### config.mk
export PLATFORM = sky130hd
export DESIGN_NAME = event_capture
export DESIGN_NICKNAME = d
export VERILOG_FILES = /design/src/rtl/event_capture.sv
export SDC_FILE = /design/constraint.sdc
export NUM_CORES = 1
export LEC_CHECK = 0
export CAP_MARGIN = 40
export CORE_MARGIN = 2
export CORE_UTILIZATION = 52
export CTS_CLUSTER_SIZE = 20
export DETAILED_ROUTE_END_ITERATION = 10
export PLACE_DENSITY = 0.81
export SLEW_MARGIN = 10
export SYNTH_ARGS = -nofsm -noshare
export SYNTH_HDL_FRONTEND = slang
export SYNTH_SLANG_ARGS = --single-unit
### constraint.sdc
create_clock -name clk -period 2.9 [get_ports clk]
set_input_delay 0.29 -clock clk [delete_from_list [all_inputs] [get_ports clk]]
set_output_delay 0.29 -clock clk [all_outputs]
set_load 0.01 [all_outputs]
### src/rtl/event_capture.sv
`default_nettype none
// ============================================================================
// Module      : event_capture
// Description : Probe sampler and masked trigger that builds {ts, id, probe}
//               event words for the event FIFO, with one-shot/continuous FSM.
// Revision    : 1.0 - initial release
// ============================================================================
module event_capture #(
    parameter int PROBE_W = 32,
    parameter int ID_W    = 8,
    parameter int TS_W    = 32
) (
    input  logic                          clk,
    input  logic                          rst,
    input  logic [PROBE_W-1:0]            probe,
    input  logic                          en,
    input  logic                          arm,
    input  logic [1:0]                    trig_mode,
    input  logic [PROBE_W-1:0]            trig_value,
    input  logic [PROBE_W-1:0]            trig_mask,
    input  logic                          clr_sticky,
    input  logic                          fifo_full,
    output logic                          evt_push,
    output logic [TS_W+ID_W+PROBE_W-1:0]  evt_wdata,
    output logic                          triggered_sticky,
    output logic                          fifo_overflow_sticky,
    output logic [1:0]                    state_o
);

    localparam int WORD_W = TS_W + ID_W + PROBE_W;

    typedef enum logic [1:0] {
        ST_IDLE  = 2'd0,
        ST_RUN   = 2'd1,
        ST_ARMED = 2'd2,
        ST_DONE  = 2'd3
    } state_t;

    state_t              state_q, state_d;
    logic [PROBE_W-1:0]  probe_q, probe_d;
    logic [PROBE_W-1:0]  prev_q, prev_d;
    logic                prev_vld_q, prev_vld_d;
    logic                arm_q, arm_d;
    logic [TS_W-1:0]     ts_q, ts_d;
    logic [ID_W-1:0]     id_q, id_d;
    logic                evt_push_q, evt_push_d;
    logic [WORD_W-1:0]   evt_wdata_q, evt_wdata_d;
    logic                trig_sticky_q, trig_sticky_d;
    logic                ovf_sticky_q, ovf_sticky_d;

    logic w_match_cur;
    logic w_match_prev;
    logic w_hit_raw;
    logic w_hit_qual;
    logic w_arm_rise;

    // Trigger evaluation on the registered sample pair (current, previous)
    always_comb begin
        w_match_cur  = ((probe_q ^ trig_value) & trig_mask) == '0;
        w_match_prev = ((prev_q  ^ trig_value) & trig_mask) == '0;
        w_hit_raw    = 1'b0;
        case (trig_mode)
            2'b00:   w_hit_raw = w_match_cur;
            2'b01:   w_hit_raw = prev_vld_q && (((probe_q ^ prev_q) & trig_mask) != '0);
            2'b10:   w_hit_raw = prev_vld_q && w_match_cur && !w_match_prev;
            2'b11:   w_hit_raw = prev_vld_q && ((probe_q & ~prev_q & trig_mask) != '0);
            default: w_hit_raw = 1'b0;
        endcase
        w_hit_qual = en && ((state_q == ST_RUN) || (state_q == ST_ARMED)) && w_hit_raw;
        w_arm_rise = arm && !arm_q;
    end

    always_comb begin
        state_d = state_q;
        if (!en) begin
            state_d = ST_IDLE;
        end else begin
            case (state_q)
                ST_IDLE:  state_d = arm ? ST_ARMED : ST_RUN;
                ST_RUN:   if (w_arm_rise) state_d = ST_ARMED;
                ST_ARMED: begin
                    if (w_hit_qual)  state_d = ST_DONE;
                    else if (!arm)   state_d = ST_RUN;
                end
                ST_DONE: begin
                    if (w_arm_rise)  state_d = ST_ARMED;
                    else if (!arm)   state_d = ST_RUN;
                end
                default:  state_d = ST_IDLE;
            endcase
        end
    end

    // Dropped hits still consume an id so that gaps expose FIFO overflow
    always_comb begin
        probe_d       = probe;
        prev_d        = probe_q;
        prev_vld_d    = (state_q != ST_IDLE);
        arm_d         = arm;
        ts_d          = (state_q == ST_IDLE) ? '0 : ts_q + TS_W'(1);
        id_d          = w_hit_qual ? id_q + ID_W'(1) : id_q;
        evt_push_d    = w_hit_qual && !fifo_full;
        evt_wdata_d   = evt_push_d ? {ts_q, id_q, probe_q} : evt_wdata_q;
        trig_sticky_d = trig_sticky_q;
        ovf_sticky_d  = ovf_sticky_q;
        if (clr_sticky) begin
            trig_sticky_d = 1'b0;
            ovf_sticky_d  = 1'b0;
        end
        if (w_hit_qual) begin
            trig_sticky_d = 1'b1;
        end
        if (w_hit_qual && fifo_full) begin
            ovf_sticky_d = 1'b1;
        end
    end

    always_ff @(posedge clk) begin
        if (rst) begin
            state_q       <= ST_IDLE;
            probe_q       <= '0;
            prev_q        <= '0;
            prev_vld_q    <= 1'b0;
            arm_q         <= 1'b0;
            ts_q          <= '0;
            id_q          <= '0;
            evt_push_q    <= 1'b0;
            evt_wdata_q   <= '0;
            trig_sticky_q <= 1'b0;
            ovf_sticky_q  <= 1'b0;
        end else begin
            state_q       <= state_d;
            probe_q       <= probe_d;
            prev_q        <= prev_d;
            prev_vld_q    <= prev_vld_d;
            arm_q         <= arm_d;
            ts_q          <= ts_d;
            id_q          <= id_d;
            evt_push_q    <= evt_push_d;
            evt_wdata_q   <= evt_wdata_d;
            trig_sticky_q <= trig_sticky_d;
            ovf_sticky_q  <= ovf_sticky_d;
        end
    end

    assign evt_push             = evt_push_q;
    assign evt_wdata            = evt_wdata_q;
    assign triggered_sticky     = trig_sticky_q;
    assign fifo_overflow_sticky = ovf_sticky_q;
    assign state_o              = state_q;

endmodule
`default_nettype wire
==> results of run 1 <==
-- layer usage --
metal	part of all wire	global-route usage	up-vias
met1	0.43	0.397	3598
met4	0.038	0.137	0
met3	0.064	0.0597	60
li1	-	-	3635
met5	0	0	-
met2	0.46	0.515	263
-- Yosys cell counts, types with 7 or more instances --
cell / n
a21oi_1: 10
a22oi_1: 57
and3_1: 11
buf_6: 7
clkbuf_1: 25
dfxtp_1: 183
ha_1: 38
inv_1: 54
mux2_4: 33
mux2i_1: 45
nand2_1: 24
nand2b_1: 98
nand3_1: 13
nand4_1: 23
nor2_1: 36
nor2b_1: 101
o21ai_0: 11
xor2_1: 83
-- cell families after synthesis --
family / after synthesis / share of synthesized area
flip-flops: 183 / 0.403
AND/OR/NAND/NOR: 336 / 0.214
XOR/XNOR: 89 / 0.0858
adder cells (fa/ha/maj): 38 / 0.0523
buffers and inverters: 88 / 0.0425
multiplexers: 79 / 0.105
AO/OA/AOI/OAI: 117 / 0.0966
-- critical path: stages, from the launching register on --
cell,delay (ns)
dfxtp_1,0.34
inv_1,0.07
ha_1,0.28
nand2_1,0.12
nor3_2,0.29
nand4_1,0.14
or3_1,0.44
a311oi_4,0.33
o21ai_4,0.12
buf_12,0.20
buf_4,0.19
mux2i_1,0.12
-- through the flow --
| stage | instance area [um2] | setup WS, ns | total power (uW) | instances |
|---|---|---|---|---|
| 2_1_floorplan | 9090 | 0.196 | 2960 | 930 |
| 3_3_place_gp | 11500 | -0.258 | 3370 | 1356 |
| 3_5_place_dp | 11500 | -0.147 | 3360 | 1356 |
| 4_1_cts | 12100 | 0.0806 | 5710 | 1388 |
| 5_1_grt | 12100 | 0.00586 | 5880 | 1389 |
| 6_report | 12100 | 0.136 | 5690 | 1389 |
-- final cells by class --
class / instances / area [um2] / area share
multi-input combinational: 659 / 5070 / 0.418
sequential: 183 / 3660 / 0.303
timing repair buffer: 236 / 2280 / 0.188
clock buffer: 18 / 439 / 0.0363
tap: 225 / 282 / 0.0233
inverter: 54 / 203 / 0.0167
clock inverter: 14 / 173 / 0.0143
-- power by group through the flow --
stage                     Sequential, uW  Combinational (uW)  Clock, uW
after detailed placement            2660                 707          0
final                               2600                 726       2360
after floorplan                     2640                 312          0
after CTS                           2600                 714       2400
after global routing                2610                 770       2500
after global placement              2660                 713          0
-- registers in the layout, indices dropped and copies added (netlist names), 2 cells and up --
name	cells
evt_wdata	72
id_q	8
prev_d	32
prev_q	32
state_o	2
ts_q	32
-- path summary, 6_finish.rpt --
kind	start	end	slack, ns	cells after the start
setup / recovery	state_o[0]	evt_wdata[34]	0.14	11
hold / removal	rst	prev_d[25]	0.30	2
setup reg to reg	state_o[0]	evt_wdata[34]	0.14	11
hold reg to reg	ts_q[0]	ts_q[0]	0.47	1
-- repair_timing --
action / 4_1_cts / 5_1_grt
endpoints found under the hold margin: 0 / 0
buffers inserted: 0 / 1
endpoints found under the setup margin: 46 / 66
pin swaps: 0 / 1
gates resized for setup: 1 / 3
==> run_results.csv, run 1 <==
group,metric,value,unit
status,status,"completed",
worst_setup_path,critPathRequiredTime,3.23,ns
power_and_ir_drop,internal_power,4100,uW
clock_tree,insertion_delay,0.44,ns
global_routing,grt_pass1_wl,42900,um
clock_tree,numCtsBuffers,17,
synth,synth.avg_cell_area,9.77,um2
sta,tightest_slew,0.661,ns
detailed_routing,routedWlPerCell,20.5,um
synth,synth_warnings,0,
sta,hold_slack,0.295,ns
global_routing,gr-usage-all-layers,0.312,
worst_setup_path,start_kind,"flop",
synth,postSynthNetCount,1072,
synth,ys.flop_type,"dfxtp_1",
worst_setup_path,path_max_fanout,20,
cells_and_area,finalNetCount,1293,
global_routing,overflow,0,
placed_design,portBuffers,180,
detailed_routing,via_count,7556,
synth,synthesis.instances,930,
clock_tree,cts_root_buffer,"clkbuf_16",
sta,finalSetupTns,0,ns
power_and_ir_drop,peakVddDrop,0.425,mV
synth,netlist_area,0.00909,mm2
die,ios,181,
run,drv_cap,0,
synth,yosysTopAreaCellShare,0.403,
die,die_w,136,um
clock_tree,htree_levels,4,
worst_setup_path,crit_arrival,3.09,ns
worst_setup_path,path_class,"reg -> reg",
die,fp.coreArea,0.0172,mm2
global_routing,antenna_found_initial,0,
synth,synthTopCellsByArea,"dfxtp_1 40%, xor2_1 8.0%, nor2b_1 7.0%",
cells_and_area,syn2layout_area_growth,33.2,%
cells_and_area,fin_util,0.705,
detailed_routing,first_pass_iters,8,
hold_path,hp-class,"in -> reg",
global_routing,grt_max_degree,127,
die,start_util,0.529,
die,dieArea,0.0186,mm2
synth,synth-seq-cells,183,
detailed_routing,wl,28400,um
worst_setup_path,worst_setup_path_end_kind,"flop",
cells_and_area,drive_gt1_frac,0.118,
synth,netlist.top_cell.by_area,"dfxtp_1",
cells_and_area,layout_commonest_cell,"dfxtp_1",
synth,synth.distinct_cells,44,
clock_tree,clockBufferDepth,2,
synth,ys_seq_area_frac,0.403,
die,rows,48,
sta,rsz0062_at_grt,"no",
detailed_routing,drcViolationCount,0,
sta,hold_violations,0,
power_and_ir_drop,power_density,470,mW/mm2
clock_tree,cts.sinks,183,
detailed_routing,vias_per_cell,5.44,
sta,maxSlewHeadroom,0.559,
cells_and_area,mostFrequentLayoutCells,"183 x dfxtp_1, 179 x clkdlybuf4s50_1, 101 x nor2b_1",
power_and_ir_drop,seq_power_share,0.457,
sta,finalSetupViolCount,0,
clock_tree,postCtsHoldBufs,0,
cells_and_area,diodes,0,
die,die_h,136,um
sta,post-route-min-period,2.76,ns
detailed_routing,drtAntennaViolNets,0,
sta,finalCritPeriodShare,0.953,
sta,fin_skew,0.0144,ns
power_and_ir_drop,power_frac_comb,0.128,
clock_tree,path_clk_slew,0.07,ns
power_and_ir_drop,swShare,0.279,
global_routing,grt_pass1_vias,7549,
power_and_ir_drop,p_leak,0.00486,uW
clock_tree,cts_tree,"built",
power_and_ir_drop,p_switching,1590,uW
synth,synth_edf_count,0,
synth,async_flop_share,0,
power_and_ir_drop,p_clk_frac,0.415,
sta,report.final.slew_viol_count,0,
cells_and_area,fillers,1371,
detailed_routing,drt_iter0_drc,485,
placed_design,hpwl,22400,um
sta,timing.fmax,362,MHz
placed_design,place_congestion,1.03,
Note: power is estimated with default switching activity, not from simulation.
==> inputs of run 2 (changes only) <==
SLEW_MARGIN = unset   (was 10)
==> results of run 2 <==
No change in the layout: final DEF, timing and power equal those of run 1.
==> inputs of run 3 (changes only) <==
--- a/config.mk
+++ b/config.mk
@@ -6,4 +6,5 @@
 export NUM_CORES = 1
 export LEC_CHECK = 0
+export ABC_CLOCK_PERIOD_IN_PS = 2900
 export CAP_MARGIN = 40
 export CORE_MARGIN = 2
==> constraint.sdc (replaced) <==
create_clock -name clk -period 2.9 [get_ports clk]
set_input_delay 0.29 -clock clk [delete_from_list [all_inputs] [get_ports clk]]
set_output_delay 0.29 -clock clk [all_outputs]
set_load 0.005 [all_outputs]
==> results of run 3 <==
The final DEF is identical to that of run 1. Status: completed.
